===== src/rtl/wave_scaler_pkg.sv =====
// Shared definitions for the wave_scaler front-end: parameter defaults,
// divider-control state encoding and the screen-band constants.
package wave_scaler_pkg;

    localparam int IN_W_DEF      = 12;
    localparam int AVG_SHIFT_DEF = 3;
    localparam int WIN_LEN_DEF   = 500;

    // Full screen band and the mid-screen value used for a flat range.
    localparam logic [7:0] FULL_SCALE = 8'd255;
    localparam logic [7:0] MID_SCALE  = 8'd128;

    typedef enum logic [1:0] {
        ST_IDLE = 2'd0,
        ST_DIV  = 2'd1,
        ST_OUT  = 2'd2
    } scale_state_e;

    // Screen rows grow downwards, so a large value must map to a small row.
    function automatic logic [7:0] invert_point(input logic [7:0] level);
        return FULL_SCALE - level;
    endfunction

endpackage


===== src/rtl/wave_scaler_seq_divider.sv =====
// Restoring unsigned divider, one quotient bit per clock.
// The first bit is resolved on the start edge, so the quotient is complete
// NUM_W edges after start and done pulses in the following cycle.
// NUM_W must be at least 2; den must be non-zero when start is raised.
module seq_divider #(
    parameter int NUM_W = 20,
    parameter int DEN_W = 12
) (
    input  logic             clk,
    input  logic             rst,
    input  logic             start,
    input  logic [NUM_W-1:0] num,
    input  logic [DEN_W-1:0] den,
    output logic             busy,
    output logic             done,
    output logic [NUM_W-1:0] quo
);

    localparam int CNT_W = $clog2(NUM_W + 1);

    logic [DEN_W-1:0] rem_r;
    logic [DEN_W-1:0] den_r;
    logic [NUM_W-1:0] quo_r;
    logic [CNT_W-1:0] cnt_r;
    logic             busy_r;
    logic             done_r;

    logic [DEN_W-1:0] step_rem_s;
    logic [DEN_W-1:0] step_den_s;
    logic             step_bit_s;
    logic [DEN_W:0]   trial_s;
    logic [DEN_W-1:0] rem_next_s;
    logic             q_bit_s;

    // One restoring step: shift in the next numerator bit and try to subtract.
    always_comb begin
        step_rem_s = rem_r;
        step_den_s = den_r;
        step_bit_s = quo_r[NUM_W-1];
        if (start) begin
            step_rem_s = {DEN_W{1'b0}};
            step_den_s = den;
            step_bit_s = num[NUM_W-1];
        end else begin
            step_rem_s = rem_r;
            step_den_s = den_r;
            step_bit_s = quo_r[NUM_W-1];
        end
        trial_s = {step_rem_s, step_bit_s};
        if (trial_s >= {1'b0, step_den_s}) begin
            // Remainder stays below den, so the low bits hold the exact difference.
            rem_next_s = trial_s[DEN_W-1:0] - step_den_s;
            q_bit_s    = 1'b1;
        end else begin
            rem_next_s = trial_s[DEN_W-1:0];
            q_bit_s    = 1'b0;
        end
    end

    // Iteration registers: numerator shifts out at the top while quotient bits enter at the bottom.
    always_ff @(posedge clk or posedge rst) begin
        if (rst) begin
            rem_r  <= {DEN_W{1'b0}};
            den_r  <= {DEN_W{1'b0}};
            quo_r  <= {NUM_W{1'b0}};
            cnt_r  <= {CNT_W{1'b0}};
            busy_r <= 1'b0;
            done_r <= 1'b0;
        end else if (start) begin
            rem_r  <= rem_next_s;
            den_r  <= den;
            quo_r  <= {num[NUM_W-2:0], q_bit_s};
            cnt_r  <= CNT_W'(NUM_W - 1);
            busy_r <= 1'b1;
            done_r <= 1'b0;
        end else if (busy_r) begin
            rem_r <= rem_next_s;
            quo_r <= {quo_r[NUM_W-2:0], q_bit_s};
            cnt_r <= cnt_r - CNT_W'(1);
            if (cnt_r == CNT_W'(1)) begin
                busy_r <= 1'b0;
                done_r <= 1'b1;
            end else begin
                done_r <= 1'b0;
            end
        end else begin
            done_r <= 1'b0;
        end
    end

    assign busy = busy_r;
    assign done = done_r;
    assign quo  = quo_r;

endmodule


===== src/rtl/wave_scaler.sv =====
// Display front-end: block-averages raw samples, auto-gains each average
// into 0..255 using the previous window's min/max, inverts for screen rows
// and emits one point with a single-cycle strobe.
module wave_scaler
    import wave_scaler_pkg::*;
#(
    parameter int IN_W      = IN_W_DEF,
    parameter int AVG_SHIFT = AVG_SHIFT_DEF,
    parameter int WIN_LEN   = WIN_LEN_DEF
) (
    input  logic            Clk,
    input  logic            Rst,
    input  logic [IN_W-1:0] sample_data,
    input  logic            sample_valid,
    input  logic            stop,
    output logic [7:0]      wave_data,
    output logic            wave_flag,
    output logic            overrun
);

    localparam int ACC_W  = IN_W + AVG_SHIFT;
    localparam int NUM_W  = IN_W + 8;
    localparam int WCNT_W = $clog2(WIN_LEN + 1);

    // Averaging state
    logic [ACC_W-1:0]     acc_r;
    logic [AVG_SHIFT-1:0] scnt_r;
    logic [IN_W-1:0]      avg_r;
    logic                 avg_valid_r;
    logic [ACC_W-1:0]     acc_sum_s;
    logic                 sample_take_s;
    logic                 block_done_s;

    // Range state
    logic [IN_W-1:0]   lo_r;
    logic [IN_W-1:0]   hi_r;
    logic [IN_W-1:0]   tmin_r;
    logic [IN_W-1:0]   tmax_r;
    logic [WCNT_W-1:0] wcnt_r;
    logic [IN_W-1:0]   avg_min_s;
    logic [IN_W-1:0]   avg_max_s;
    logic              win_last_s;

    // Scaling datapath
    logic [IN_W-1:0]  clamp_s;
    logic [IN_W-1:0]  span_s;
    logic [NUM_W-1:0] num_s;
    logic [IN_W-1:0]  den_s;
    logic [NUM_W-1:0] quo_s;
    logic [7:0]       q_sat_s;
    logic             div_start_s;
    logic             div_busy_s;
    logic             div_done_s;

    // Control and registered outputs
    scale_state_e state_r;
    scale_state_e state_next_s;
    logic [7:0]   wave_data_r;
    logic [7:0]   data_next_s;
    logic         wave_flag_r;
    logic         flag_next_s;
    logic         overrun_r;
    logic         idle_s;
    logic         accept_s;
    logic         drop_s;

    assign sample_take_s = sample_valid && !stop;
    assign acc_sum_s     = acc_r + ACC_W'(sample_data);
    assign block_done_s  = sample_take_s && (scnt_r == {AVG_SHIFT{1'b1}});

    // Block accumulator: the last sample of a block publishes the average and restarts the sum.
    always_ff @(posedge Clk or posedge Rst) begin
        if (Rst) begin
            acc_r       <= {ACC_W{1'b0}};
            scnt_r      <= {AVG_SHIFT{1'b0}};
            avg_r       <= {IN_W{1'b0}};
            avg_valid_r <= 1'b0;
        end else begin
            avg_valid_r <= block_done_s;
            if (block_done_s) begin
                avg_r  <= acc_sum_s[ACC_W-1:AVG_SHIFT];
                acc_r  <= {ACC_W{1'b0}};
                scnt_r <= {AVG_SHIFT{1'b0}};
            end else if (sample_take_s) begin
                acc_r  <= acc_sum_s;
                scnt_r <= scnt_r + AVG_SHIFT'(1);
            end else begin
                acc_r  <= acc_r;
                scnt_r <= scnt_r;
            end
        end
    end

    // An average is only taken when the scaler is fully idle; anything else is a drop.
    assign idle_s   = (state_r == ST_IDLE) && !div_busy_s;
    assign accept_s = avg_valid_r && idle_s;
    assign drop_s   = avg_valid_r && !idle_s;

    // Clamp the average into the latched range and form the divider operands.
    always_comb begin
        clamp_s = avg_r;
        if (avg_r < lo_r) begin
            clamp_s = lo_r;
        end else if (avg_r > hi_r) begin
            clamp_s = hi_r;
        end else begin
            clamp_s = avg_r;
        end
        span_s = clamp_s - lo_r;
        // span * 255 computed as span * 256 - span.
        num_s  = {span_s, 8'h00} - NUM_W'(span_s);
        den_s  = hi_r - lo_r;
    end

    // Quotient saturates at full scale before inversion.
    always_comb begin
        q_sat_s = quo_s[7:0];
        if (quo_s > NUM_W'(255)) begin
            q_sat_s = FULL_SCALE;
        end else begin
            q_sat_s = quo_s[7:0];
        end
    end

    seq_divider #(
        .NUM_W(NUM_W),
        .DEN_W(IN_W)
    ) u_div (
        .clk  (Clk),
        .rst  (Rst),
        .start(div_start_s),
        .num  (num_s),
        .den  (den_s),
        .busy (div_busy_s),
        .done (div_done_s),
        .quo  (quo_s)
    );

    // Window trackers: accepted averages feed min/max; the last one of a window latches the new range.
    always_comb begin
        avg_min_s = tmin_r;
        avg_max_s = tmax_r;
        if (avg_r < tmin_r) begin
            avg_min_s = avg_r;
        end else begin
            avg_min_s = tmin_r;
        end
        if (avg_r > tmax_r) begin
            avg_max_s = avg_r;
        end else begin
            avg_max_s = tmax_r;
        end
    end

    assign win_last_s = (wcnt_r == WCNT_W'(WIN_LEN - 1));

    // Range registers update after the operands of the completing average were formed from the old range.
    always_ff @(posedge Clk or posedge Rst) begin
        if (Rst) begin
            lo_r   <= {IN_W{1'b0}};
            hi_r   <= {IN_W{1'b1}};
            tmin_r <= {IN_W{1'b1}};
            tmax_r <= {IN_W{1'b0}};
            wcnt_r <= {WCNT_W{1'b0}};
        end else if (accept_s) begin
            if (win_last_s) begin
                lo_r   <= avg_min_s;
                hi_r   <= avg_max_s;
                tmin_r <= {IN_W{1'b1}};
                tmax_r <= {IN_W{1'b0}};
                wcnt_r <= {WCNT_W{1'b0}};
            end else begin
                tmin_r <= avg_min_s;
                tmax_r <= avg_max_s;
                wcnt_r <= wcnt_r + WCNT_W'(1);
            end
        end else begin
            wcnt_r <= wcnt_r;
        end
    end

    // Scaler control: next state, divider start and the next output point.
    always_comb begin
        state_next_s = state_r;
        data_next_s  = wave_data_r;
        flag_next_s  = 1'b0;
        div_start_s  = 1'b0;
        case (state_r)
            ST_IDLE: begin
                if (accept_s) begin
                    if (den_s == {IN_W{1'b0}}) begin
                        // Flat range: nothing to divide, draw mid-screen.
                        state_next_s = ST_OUT;
                        flag_next_s  = 1'b1;
                        data_next_s  = MID_SCALE;
                    end else begin
                        div_start_s  = 1'b1;
                        state_next_s = ST_DIV;
                    end
                end else begin
                    state_next_s = ST_IDLE;
                end
            end
            ST_DIV: begin
                if (div_done_s) begin
                    state_next_s = ST_OUT;
                    flag_next_s  = 1'b1;
                    data_next_s  = invert_point(q_sat_s);
                end else begin
                    state_next_s = ST_DIV;
                end
            end
            ST_OUT: begin
                state_next_s = ST_IDLE;
            end
            default: begin
                state_next_s = ST_IDLE;
            end
        endcase
    end

    // State and output registers; the strobe is high exactly during the OUT cycle.
    always_ff @(posedge Clk or posedge Rst) begin
        if (Rst) begin
            state_r     <= ST_IDLE;
            wave_data_r <= 8'd0;
            wave_flag_r <= 1'b0;
            overrun_r   <= 1'b0;
        end else begin
            state_r     <= state_next_s;
            wave_data_r <= data_next_s;
            wave_flag_r <= flag_next_s;
            overrun_r   <= overrun_r | drop_s;
        end
    end

    assign wave_data = wave_data_r;
    assign wave_flag = wave_flag_r;
    assign overrun   = overrun_r;

endmodule


===== config.mk =====
export PLATFORM = sky130hd
export DESIGN_NAME = wave_scaler
export DESIGN_NICKNAME = d
export VERILOG_FILES = /design/src/rtl/wave_scaler_pkg.sv /design/src/rtl/wave_scaler_seq_divider.sv /design/src/rtl/wave_scaler.sv
export SDC_FILE = /design/constraint.sdc
export NUM_CORES = 1
export LEC_CHECK = 0
export BUFFER_PORTS_ARGS = -buffer_cell sky130_fd_sc_hd__buf_2
export CAP_MARGIN = 20
export CORE_MARGIN = 5
export CORE_UTILIZATION = 50
export DETAILED_ROUTE_END_ITERATION = 10
export PLACE_DENSITY = 0.66
export SYNTH_ARGS = -nofsm -noshare
export SYNTH_HDL_FRONTEND = slang
export SYNTH_SLANG_ARGS = --single-unit

===== constraint.sdc =====
create_clock -name Clk -period 15.3 [get_ports Clk]
set_input_delay 1.53 -clock Clk [delete_from_list [all_inputs] [get_ports Clk]]
set_output_delay 1.53 -clock Clk [all_outputs]
set_load 0.05 [all_outputs]

# --- After elaboration in Yosys (flattened, before gate mapping) ---
# Index checks and enable logic that the tools add are counted.
word_totals:
  regBits: 151
  inputBits: 16
  output_inout_bits: 10
  elab_cells: 101
op_classes:
  n_addsub: 9
  order_cmp: 6
  eq_ne: 7
  muxes: 44
  bitwise_logic: 1
  reduce_logical: 15
ops:
  columns: ["cell", "n"]
  rows:
  - ["12-bit 2-to-1 mux", 11]
  - ["20-bit 2-to-1 mux", 2]
  - ["12-bit subtractor", 3]
  - ["8-bit 2-to-1 mux", 4]
  - ["15-bit 2-to-1 mux", 2]
  - ["12-bit > comparator", 2]
  - ["12-bit < comparator", 2]
  - ["20-bit by 8-bit > comparator with 1-bit output, second input constant", 1]
  - ["20-bit by 12-bit subtractor with 20-bit output", 1]
  - ["8-bit case mux with 2 select lines", 1]
  - ["15-bit by 12-bit adder with 15-bit output", 1]
  - ["1-bit 2-to-1 mux", 14]
  - ["13-bit by 12-bit greater-or-equal comparator with 1-bit output", 1]
  - ["12-bit logical NOT", 1]
  - ["5-bit 2-to-1 mux", 2]
  - ["9-bit by 1-bit adder with 9-bit output, second input constant", 1]
  - ["9-bit == test, second input constant", 1]
  - ["9-bit 2-to-1 mux", 1]
  - ["8-bit subtractor, first input constant", 1]
  - ["2-bit 2-to-1 mux", 3]
  - ["3-bit 2-to-1 mux", 2]
  - ["2-bit nonzero test", 3]
  - ["5-bit by 1-bit == test with 1-bit output, second input constant", 1]
  - ["1-bit logical AND", 5]
  - ["other kinds (13)", 16]

# --- Depth between registers and ports, before layout ---
logic_depth:
  word_depth: 10
  ltp_mapped: 40

# --- By module ---
# A second synthesis with hierarchy kept.
unflattened:
  hier_cells: 1158
  hier_area_um2: 10553.9
modules_own_cells:
  columns: ["module", "instances", "cells_per_inst", "area_each_um2"]
  rows:
  - ["wave_scaler", 1, 842, 7527.2]
  - ["seq_divider", 1, 316, 3026.7]

# --- Worst setup path before layout ---
# OpenSTA, ideal clock, no wires.
synth_path:
  path_kind: "reg2reg"
  start: "reg hi_r[1]"
  end: "reg u_div.rem_r[10]"
  arrival_ps: 7731
  slack_ps: 7439
  path_stages_with_launch: 40
  synth_period_minus_slack_ps: 7861
  cell_sequence: "dfstp_2 inv_1 ha_1 nor2b_1 o211ai_1 a211oi_1 o31a_1 clkbuf_1 mux2i_1 a21oi_1 ha_1 clkbuf_1 o21ai_0 a21oi_1 o21ba_2 o21a_1 or4_1 nand3_1 (+4 left out) a41o_1 nor2b_1 o21ai_0 nor4_1 xor2_1 o21a_1 ha_1 inv_1 fa_1 a21o_1 a211oi_1 nor2_1 or4_1 a31o_2 a21oi_1 xnor2_1 a32oi_1 o21ai_0"
synth_between:
  elab_chain_cells: 10
  word_cells_on_any_way: 19
  cone_classes: "4 x add/sub; 2 x order compare; 11 x mux; 2 x reduce/logical"
synth_rtl:
  columns: ["item", "line", "source"]
  rows:
  - ["from (decl)", "wave_scaler.sv:36", "logic [IN_W-1:0] hi_r;"]
  - ["from (signal assigned)", "wave_scaler.sv:161", "hi_r <= {IN_W{1'b1}};"]
  - ["from (signal assigned)", "wave_scaler.sv:168", "hi_r <= avg_max_s;"]
  - ["12-bit > comparator / 12-bit subtractor (equally long branches)", "wave_scaler.sv:104, wave_scaler.sv:112", null]
  - ["12-bit 2-to-1 mux / 12-bit logical NOT (equally long branches)", "wave_scaler.sv:104, wave_scaler.sv:191", null]
  - ["12-bit 2-to-1 mux / 1-bit 2-to-1 mux (equally long branches)", "wave_scaler.sv:102, wave_scaler.sv:191", null]
  - ["12-bit subtractor / 1-bit 2-to-1 mux (equally long branches)", "wave_scaler.sv:109, wave_scaler.sv:190", null]
  - ["20-bit by 12-bit subtractor with 20-bit output / 1-bit 2-to-1 mux (equally long branches)", "wave_scaler.sv:111, wave_scaler.sv:188", null]
  - ["1-bit 2-to-1 mux (tied with other cells)", "wave_scaler_seq_divider.sv:40", "if (start) begin"]
  - ["12-bit subtractor / 13-bit by 12-bit greater-or-equal comparator with 1-bit output (equally long branches)", "wave_scaler_seq_divider.sv:52, wave_scaler_seq_divider.sv:50", null]
  - ["12-bit 2-to-1 mux", "wave_scaler_seq_divider.sv:50", "if (trial_s >= {1'b0, step_den_s}) begin"]
  - ["12-bit 2-to-1 mux", "wave_scaler_seq_divider.sv:76", "end else if (busy_r) begin"]
  - ["12-bit 2-to-1 mux", "wave_scaler_seq_divider.sv:69", "end else if (start) begin"]
  - ["to (signal assigned)", "wave_scaler_seq_divider.sv:63", "rem_r <= {DEN_W{1'b0}};"]
  - ["to (signal assigned)", "wave_scaler_seq_divider.sv:70", "rem_r <= rem_next_s;"]
  - ["to (signal assigned)", "wave_scaler_seq_divider.sv:77", "rem_r <= rem_next_s;"]
  - ["to (decl)", "wave_scaler_seq_divider.sv:21", "logic [DEN_W-1:0] rem_r;"]
# Several ways; a longest one is shown, not always the timed one. The select of a mux whose other input is x is not followed.
# A chain may end at the register's enable or synchronous reset.

# --- Worst setup path in the final report ---
# Same ends and word-level chain as after synthesis.

==> summary.txt <==
Detailed routing
  • # DRC: 0
  • DRT iter0 DRCs: 619
  • Via density: 5.921
  • Routed wire per std cell: 17.50 µm
  • Drt total wl: 25650 µm
  • DR pass1 iterations: 5
  • Via count: 8680
  • Final ANT Viol Nets: 0

Clocking
  • Setup bufs post-CTS: 0
  • CTS max path bufs: 2
  • CTS tree: yes
  • H-tree level count: 4
  • Total CTS buffers: 17
  • Clk Latency, worst-skew pair: 0.43 ns
  • Clock root buffer: clkbuf_16
  • CTS sink count: 150
  • Clk pin slew, worst setup/hold paths: 0.07 ns
  • CTS resizes: 0
  • Hold_buf cts: 0

Synthesis
  • Main area contributors after synthesis: dfrtp_1, ha_1, dfstp_2, o21ai_0, mux2i_1
  • Ys flop type: dfrtp_1
  • Synth unique cells: 82
  • Register area share after synthesis: 35.58%
  • Yosys warns: 0
  • Syn Nets: 1289
  • Cell area after synthesis: 10630 µm²
  • Ys async rst share: 100.0%
  • Cells after Synth: 1168
  • Largest area contributor in the netlist: dfrtp_1
  • Synthesized area per cell: 9.104 µm²
  • Number of synthesized register bits: 150
  • EDFF count, synth: 0
  • Top cell type's share of synthesized area: 29.65%

Global route
  • Met1 Use GR: 30.01%
  • First-pass GRT wire length: 43410 µm
  • Largest net degree at the start of global routing: 78
  • Vias in the first global route: 8459
  • GRT Overall Usage: 21.79%
  • GR Util met3: 3.384%
  • Initial antenna violation count: 0
  • GRT met2 Usage: 34.65%
  • GRT Residual Overflow: 0
  • Most used routing layer: met2

Floorplanning
  • Top-Level Pins: 26
  • Die area: 24280 µm²
  • Starting Density: 50.75%
  • Die height: 155.8 µm
  • Row count: 53
  • Core area: 20960 µm²
  • Width of the die: 155.8 µm

Worst hold path
  • Hold path cells: 2
  • Hold Crit Endpoint: wave_data[1]
  • Hold_sp: wave_data[1]
  • HP Class: reg -> reg

Critical path
  • CP endpoint kind: flip-flop
  • Crit path DAT: 8.87 ns
  • Slowest cell delay on critical path: 0.60 ns
  • Startpoint Class: flip-flop
  • Reg2reg path depth: 35
  • WP data required: 15.61 ns
  • Buf+Inv Stages, Crit Path: 2
  • Worst setup startpoint: hi_r[1]
  • RR Endpoint: u_div.rem_r[10]
  • CP delay by family, top: compound AO/OA/AOI/OAI gates
  • Critical R2R Launch: hi_r[1]
  • Crit Path Max Fanout: 10
  • Kind of critical path: reg -> reg
  • Slack of the worst reg-to-reg path: 6.74 ns
  • CP max stage cell: o31a_1

STA
  • Slew HR: 28.61%
  • Minimum clock period: 8.559 ns
  • Layout Skew: 0.008793 ns
  • RSZ-0062 raised after global routing: false
  • Max-slew violations: 0
  • Final Cycle Share: 55.94%
  • Final Setup Violations: 0
  • Slew @ Worst Pin: 1.071 ns
  • Final hold vios: 0
  • Sum Neg Setup Slack: 0 ns
  • Max Clk Rate: 116.8 MHz

Power
  • Comb power frac: 66.9%
  • Int Power: 0.001571 W
  • Power Density: 256.6 nW/µm²
  • Psw: 0.001412 W
  • Clk pwr share: 14.7%
  • Tot Pwr: 0.002983 W
  • Reg power frac: 18.4%
  • Peak VDD IR: 0.0001918 V
  • Switching Share: 47.33%
  • Leak Pwr: 5.372 nW

Cells and area
  • Layout area overhead: 9.342%
  • Final Util: 55.49%
  • Fillers: 1895
  • Ant diodes: 0
  • NumNets Final: 1299
  • Fraction of layout instances using a drive strength above 1: 10.24%

Placement
  • Count of input and output buffers: 25
  • Gpl congestion: 0.8876
  • Post-DP HPWL: 18810 µm

Flow run
  • MaxCap Viol Count: 0

Run status
  • Outcome: complete, no violations
## synth_stat cells (14+ instances only)
cell type	number
nor3_1	19
a22o_1	16
dfstp_2	24
and2_1	14
dfrtp_1	126
nor2b_1	14
mux2i_1	47
o31ai_1	22
nor2_1	59
o21a_1	15
nand4_1	17
ha_1	101
xnor2_1	39
inv_1	93
nand2_1	117
xor2_1	16
nand3_1	14
a21oi_1	58
o21ai_0	96
a21o_1	27
clkbuf_1	37
## area by class of cell
cell class | instances | area [µm²] | share of cell area [%]
inverters | 93 | 354.1 | 3.045
multi-input cells | 879 | 6304 | 54.21
flip-flops and latches | 150 | 3784 | 32.54
well taps | 275 | 344.1 | 2.959
repair buffers | 37 | 235.2 | 2.023
clock inverters | 15 | 181.4 | 1.560
clock buffers | 17 | 425.4 | 3.659
## cell families after synthesis
family          count (synthesis)  synth area share [%]
mux                            50                 4.742
buf+inv                       139                 5.224
xor+xnor                       56                 4.683
fa+ha+maj                     106                 12.73
simple gates                  320                 14.85
compound gates                347                 22.19
flops                         150                 35.58
## registers in the layout (all words and copies together), names as in the netlist, 2 cells and up
| name | count |
|---|---|
| acc_r | 15 |
| avg_r | 12 |
| hi_r | 12 |
| lo_r | 12 |
| scnt_r | 3 |
| state_r | 2 |
| tmax_r | 12 |
| tmin_r | 12 |
| u_div.cnt_r | 5 |
| u_div.den_r | 12 |
| u_div.quo | 20 |
| u_div.rem_r | 12 |
| wave_data | 8 |
| wcnt_r | 9 |
## cells in the final DEF (no fill, tap or decap), types with 5 or more instances in the layout
cell type,instances
o22a_1,12
a32oi_1,7
buf_4,11
dfstp_2,24
o31ai_1,21
nor2b_1,14
inv_1,92
nand4_1,17
and3_1,5
a22o_1,16
nor3_1,19
nand2_1,117
or4_1,5
dfrtp_1,126
a211oi_1,7
buf_2,25
mux2i_1,47
o211ai_1,11
nor4_1,10
xor2_1,16
inv_6,6
nand2b_1,12
xnor2_1,39
o21a_1,15
o21bai_1,7
or2_2,7
a221o_1,7
o31a_1,5
nor2_1,59
clkbuf_16,17
a22oi_1,13
a21oi_1,58
o21ai_0,96
nor3b_1,8
and2_1,14
ha_1,101
nand3_1,14
a21o_1,27
## how the worst max path moves through the flow
stage / slack [ns] / end / depth (start not counted)
6_report: 6.74 / u_div.rem_r[10] / 35
5_1_grt: 6.14 / u_div.rem_r[11] / 35
4_1_cts: 6.82 / u_div.rem_r[10] / 35
3_5_place_dp: 6.81 / u_div.rem_r[10] / 35
3_3_place_gp: 6.95 / u_div.rem_r[10] / 33
2_1_floorplan: 7.44 / u_div.rem_r[10] / 39
## per-layer routing
| layer | vias up | routed length (µm) |
|---|---|---|
| li1 | 4273 | - |
| met4 | 0 | 781 |
| met3 | 57 | 881 |
| met1 | 4162 | 12250 |
| met2 | 188 | 11740 |
| met5 | - | 0 |
## power groups by stage
stage	Clock (W)	Combinational (W)	Sequential [W]
floorplan	0	0.00157	0.000529
global placement	0	0.00196	0.000553
detailed placement	0	0.00197	0.000555
CTS	0.000445	0.00198	0.000548
global route	0.000461	0.00222	0.000558
finish	0.000437	0.00200	0.000549
## stage by stage
stage	setup slack (ns)	area [µm²]	std cells	hold WS (ns)
6_report	6.741	11630	1466	0.4697
5_1_grt	6.144	11630	1466	0.5067
4_1_cts	6.820	11590	1464	0.4761
3_5_place_dp	6.808	10990	1432	0.4614
3_3_place_gp	6.949	10990	1432	0.4569
2_1_floorplan	7.439	10630	1168	0.4407
## worst register-to-register path, delay by kind of cell, from the launching register on
| family | cells | cell delay (ns) |
|---|---|---|
| AO/OA/AOI/OAI | 16 | 3.46 |
| AND/OR/NAND/NOR | 8 | 1.66 |
| adder cells (fa/ha/maj) | 5 | 1.63 |
| XOR/XNOR | 3 | 0.67 |
| flip-flops | 1 | 0.57 |
| multiplexers | 1 | 0.31 |
| buffers and inverters | 2 | 0.13 |
(Power assumes the default switching activity.)
